===== src/rtl/counter_sat_multi.sv =====
// Multi-channel saturating event counter: counts rising edges (EDGE=1) or high cycles (EDGE=0)
// of trig[i], holding at MAXVAL with a sticky sat flag. Define CNT_THRESH_EN for thresh/over.
module counter_sat_multi #(
   parameter int unsigned     NCH    = 4,
   parameter int unsigned     WIDTH  = 8,
   parameter int unsigned     EDGE   = 1,
   parameter longint unsigned MAXVAL = (64'd1 << WIDTH) - 64'd1
) (
   input  logic                 clk,
   input  logic                 reset,
   input  logic                 enable,
   input  logic [NCH-1:0]       trig,
   input  logic [NCH-1:0]       clear,
`ifdef CNT_THRESH_EN
   input  logic [WIDTH-1:0]     thresh,
   output logic [NCH-1:0]       over,
`endif
   output logic [NCH*WIDTH-1:0] count,
   output logic [NCH-1:0]       sat,
   output logic                 any_sat
);

   localparam longint unsigned MAX_LEGAL = (64'd1 << WIDTH) - 64'd1;
   localparam logic [WIDTH-1:0] MAX_W    = WIDTH'(MAXVAL);
   localparam logic [WIDTH-1:0] ONE      = WIDTH'(1);
   localparam logic             EDGE_MODE = (EDGE != 0);

   generate
      if (WIDTH < 1 || WIDTH > 63) begin : g_bad_width
         $error("counter_sat_multi: WIDTH %0d outside 1..63", WIDTH);
      end
      if (MAXVAL == 0 || MAXVAL > MAX_LEGAL) begin : g_bad_maxval
         $error("counter_sat_multi: MAXVAL %0d outside 1..%0d", MAXVAL, MAX_LEGAL);
      end
   endgenerate

   logic [NCH-1:0]   trig_q;
   logic [NCH-1:0]   ev;
   logic [NCH-1:0]   below;
   logic [NCH-1:0]   inc;
   logic [NCH-1:0]   sat_d;
   logic [WIDTH-1:0] cnt_q [NCH];
   logic [WIDTH-1:0] cnt_d [NCH];

   // Level mode simply masks the history term, so trig_q exists in both modes.
   assign ev  = trig & ~(trig_q & {NCH{EDGE_MODE}});
   assign inc = ~clear & ev & below & {NCH{enable}};

   // NOTE: every always_comb output gets a default first so no path can infer a latch.
   always_comb begin
      below = '0;
      sat_d = sat;
      for (int i = 0; i < NCH; i++) begin
         cnt_d[i] = cnt_q[i];
         below[i] = (cnt_q[i] < MAX_W);
         if (clear[i]) begin
            cnt_d[i] = '0;
            sat_d[i] = 1'b0;
         end else if (inc[i]) begin
            cnt_d[i] = cnt_q[i] + ONE;
            if (cnt_d[i] == MAX_W) begin
               sat_d[i] = 1'b1;
            end
         end
      end
   end

   // NOTE: state registers use non-blocking assignments so every flop samples pre-edge values.
   // NOTE: the counter array is a handful of flops, not a RAM, so it is reset like any other state.
   always_ff @(posedge clk or negedge reset) begin
      if (!reset) begin
         trig_q  <= '0;
         sat     <= '0;
         any_sat <= 1'b0;
         for (int i = 0; i < NCH; i++) begin
            cnt_q[i] <= '0;
         end
      end else begin
         trig_q  <= trig;
         sat     <= sat_d;
         any_sat <= |sat_d;
         for (int i = 0; i < NCH; i++) begin
            cnt_q[i] <= cnt_d[i];
         end
      end
   end

   generate
      for (genvar g = 0; g < NCH; g++) begin : g_pack
         assign count[g*WIDTH +: WIDTH] = cnt_q[g];
      end
   endgenerate

`ifdef CNT_THRESH_EN
   logic [NCH-1:0] over_d;

   // Pulse only on an increment that lands on thresh; holds, saturation and clears never pulse.
   always_comb begin
      over_d = '0;
      for (int i = 0; i < NCH; i++) begin
         over_d[i] = inc[i] && (thresh != '0) && (cnt_d[i] == thresh);
      end
   end

   always_ff @(posedge clk or negedge reset) begin
      if (!reset) begin
         over <= '0;
      end else begin
         over <= over_d;
      end
   end
`endif

endmodule


===== config.mk =====
export PLATFORM = sky130hd
export DESIGN_NAME = counter_sat_multi
export DESIGN_NICKNAME = d
export VERILOG_FILES = /design/src/rtl/counter_sat_multi.sv
export SDC_FILE = /design/constraint.sdc
export NUM_CORES = 1
export LEC_CHECK = 0
export ABC_CLOCK_PERIOD_IN_PS = 2500
export BUFFER_PORTS_ARGS = -buffer_cell sky130_fd_sc_hd__clkbuf_2
export CAP_MARGIN = 20
export CORE_UTILIZATION = 25
export DETAILED_ROUTE_END_ITERATION = 16
export PLACE_DENSITY_LB_ADDON = 0.2
export SKIP_CTS_REPAIR_TIMING = 1
export SLEW_MARGIN = 15
export SYNTH_ARGS = -nofsm -noshare
export SYNTH_HDL_FRONTEND = slang
export SYNTH_SLANG_ARGS = --single-unit
export TNS_END_PERCENT = 100

===== constraint.sdc =====
create_clock -name clk -period 2.5 [get_ports clk]
set_clock_uncertainty 0.1 [all_clocks]
set_input_delay 0.5 -clock clk [delete_from_list [all_inputs] [get_ports clk]]
set_output_delay 0.5 -clock clk [all_outputs]
set_load 0.05 [all_outputs]

==> summary.md <==
| Metric | Value |
|---|---|
| Routability cong. | 0.788 |
| Reg2reg start | count[0] |
| Core region area | 8760 µm² |
| Number of buffers between clock root and the deepest sink | 2 |
| 1st-iter DRT viols | 27 |
| Type of the setup path with the least slack | register to register |
| CTS Sinks | 41 |
| Number of warnings reported in the yosys synthesis log | 0 |
| Root Buffer | sky130_fd_sc_hd__clkbuf_8 |
| Biggest area contributors in the synthesized netlist | sky130_fd_sc_hd__dfrtp_1 (45%), sky130_fd_sc_hd__o21ai_0 (5.9%), sky130_fd_sc_hd__ha_1 (4.4%) |
| Area enclosed by the die boundary | 9500 µm² |
| Slowest stage delay, CP | 0.48 ns |
| Peak Freq | 474 MHz |
| Number of endpoints failing setup at the final stage | 0 |
| Type of the worst min-delay path | primary input to async pin |
| Cell at the slowest stage of the critical path | sky130_fd_sc_hd__dfrtp_1 |
| Via count of the first global-routing pass | 1,959 |
| Final-report hold violation count | 0 |
| R2R setup slack | 0.39 ns |
| Post-synth ARST share | 1.00 |
| Post-synthesis sequential area ratio | 0.450 |
| Half-perimeter wire length of the detailed placement result | 4.00 mm |
| Die height | 97.5 µm |
| Number of antenna violations at the first check in global routing | 0 |
| Num rows | 34 |
| Footprint of the multi-input gates | 1180 µm² |
| Clock transition at path regs | 0.09 ns |
| Synthesized netlist net count | 265 |
| Count of port buffers added during placement | 47 |
| # IOs | 48 |
| Total count of max-transition violations in the final report | 0 |
| Power per unit of standard cell area | 453 nW/µm² |
| Crit path capture type | register |
| Run status | complete, no violations |
| Htree depth | 2 |
| Number of enable flip-flop cells after synthesis | 0 |
| Static Leak | 1.23 nW |
| Count of nets after finishing | 320 |
| Chain of cells forming the critical path | ha_1, nand4_1, xnor2_1, nand3_1, a2111o_1, or4b_1 |
| Count of cells along the worst register-to-register path | 6 |
| Register area | 1030 µm² |
| First-pass GRT wire length | 9.73 mm |
| Number of storage elements in the synthesis netlist | 41 |
| Tightest slew margin relative to the limit | 0.633 |
| Area of the mapped netlist | 2280 µm² |
| Top-area cell type share of the netlist area | 0.450 |
| Placed standard-cell area | 2670 µm² |
| Ratio of cells with drive above 1 in the final layout | 0.219 |
| Final min period | 2.11 ns |
| Measured slew at the worst slew-check pin | 0.551 ns |
| Effective utilization at floorplan | 0.260 |
| Number of max-capacitance violations reported | 0 |
| Number of vias in the routed layout | 1,949 |
| Count of fill cells added during filler insertion | 914 |
| Arrival time at the worst endpoint | 2.17 ns |
| DR pass1 iterations | 4 |
| Number of buffers added by the clock tree synthesis step | 5 |
| Layout area overhead | 21.5% |
| Cell type with the highest aggregate area in the netlist | sky130_fd_sc_hd__dfrtp_1 |
| TritonCTS clock tree | yes |
| Largest net degree at the start of global routing | 42 |
| Setup crit start kind | register |
| Avg Synthesized Cell Area | 9.27 µm² |
| Via/cell ratio | 4.75 |
| Post-Syn Instances | 246 |
| Primary FF master, synth | sky130_fd_sc_hd__dfrtp_1 |
| Setup repair after global routing missed its margin | false |
| WL/cell | 13.7 µm |
| Global-route congestion overflow total | 0 |
| Count of inserted antenna diode cells | 0 |
| Global routing usage summed across all routing layers | 0.126 |
| DRT Wirelength | 5.62 mm |
| End of the worst register-to-register path | any_sat |
| Remaining design rule violation count | 0 |
| Source-to-sink clock delay at the later pin of the worst-skew pair | 0.29 ns |
| Required arrival time at the worst endpoint | 2.57 ns |
| Peak ir drop on the vdd network | 0.202 mV |
| Maximum fanout encountered on the critical timing path | 8 |
| Number of nets with antenna violations after detailed routing | 0 |
| Setup tns final | 0 ns |
| Number of different library cells in the post-synthesis netlist | 44 |
| Post-route cell area | 2770 µm² |
| Width of the chip | 97.5 µm |
| Ratio of final minimum period to clock period | 0.843 |
[per-stage QoR]
step	cells	total power, mW	hold slack, ns	setup WS (ns)	util
after floorplan	246	0.733	0.104	0.249	-
after global placement	402	0.781	0.399	0.383	0.304
after detailed placement	402	0.782	0.410	0.406	0.304
after CTS	410	1.28	0.207	0.393	0.316
after global routing	410	1.32	0.211	0.134	0.316
final	410	1.25	0.163	0.392	0.316
[how the worst max path moves through the flow]
stage	startpoint	endpoint	slack (ns)	cells after the start
after global routing	count[0]	count[7]	0.13	7
after floorplan	count[0]	any_sat	0.25	6
final	count[0]	any_sat	0.39	6
after global placement	count[0]	any_sat	0.38	6
after CTS	count[0]	any_sat	0.39	6
after detailed placement	count[0]	any_sat	0.41	6
[layout by cell type, fill, tap and decap left out, types with 8 or more instances in the layout]
cell                       instances
sky130_fd_sc_hd__inv_1            12
sky130_fd_sc_hd__xnor2_1           9
sky130_fd_sc_hd__ha_1              8
sky130_fd_sc_hd__o21ai_0          27
sky130_fd_sc_hd__nand3_1          20
sky130_fd_sc_hd__nand2_1          17
sky130_fd_sc_hd__dfrtp_1          41
sky130_fd_sc_hd__nor2_1           23
sky130_fd_sc_hd__clkbuf_2         47
[layer usage]
layer	global-route usage	vias up	share of wire
met1	0.181	909	0.50
met5	0	-	0
met2	0.191	35	0.45
met3	0.0252	6	0.031
met4	0.0351	0	0.012
li1	-	999	-
[area by class of cell]
cell class	instances	share of cell area
clock buffer	7	0.0348
clock inverter	1	0.00181
inverter	12	0.0163
multi-input combinational	188	0.427
sequential	41	0.371
tap	108	0.0488
timing repair buffer	53	0.101
[synthesized netlist by cell type, types with 3 or more instances]
library cell               instances
sky130_fd_sc_hd__clkbuf_1          3
sky130_fd_sc_hd__dfrtp_1          41
sky130_fd_sc_hd__nand3b_1          4
sky130_fd_sc_hd__o31ai_1           7
sky130_fd_sc_hd__nand4_1           6
sky130_fd_sc_hd__nand2_1          17
sky130_fd_sc_hd__nor2_1           23
sky130_fd_sc_hd__and2_1            3
sky130_fd_sc_hd__xor2_1            5
sky130_fd_sc_hd__nand3_1          20
sky130_fd_sc_hd__o41ai_1           3
sky130_fd_sc_hd__or3_1             3
sky130_fd_sc_hd__ha_1              8
sky130_fd_sc_hd__nand2b_1          6
sky130_fd_sc_hd__and3_1            5
sky130_fd_sc_hd__nor3_1            4
sky130_fd_sc_hd__o21ai_0          27
sky130_fd_sc_hd__a21oi_1           5
sky130_fd_sc_hd__inv_1            12
sky130_fd_sc_hd__nor2b_1           5
sky130_fd_sc_hd__xnor2_1           9
sky130_fd_sc_hd__o22ai_1           4
[state kept, by name (all words and copies together) (netlist names)]
name	flops
count	32
trig_q	4
any_sat	1
sat	4
[cells by family after synthesis]
group                      count (synthesis)  share of synthesized area
adders and majority gates                  8                     0.0439
DFF                                       41                      0.450
AOI/OAI and AO/OA                         55                      0.154
and+or+nand+nor                          110                      0.262
xor gates and xnor gates                  14                     0.0538
buffers and inverters                     17                     0.0318
muxes                                      1                    0.00439
[report_power, final]
group	switching (mW)	internal, mW
Combinational	0.0613	0.0250
Sequential	0.00912	0.670
Clock	0.238	0.250
[critical path: cells and delay by family, from the launching register on]
kind                     cells  cell delay (ns)
adder cells (fa/ha/maj)      1             0.30
flip-flops                   1             0.48
AND/OR/NAND/NOR              3             0.76
AO/OA/AOI/OAI                1             0.15
XOR/XNOR                     1             0.19
No activity file was read; power rests on OpenSTA's default activity.
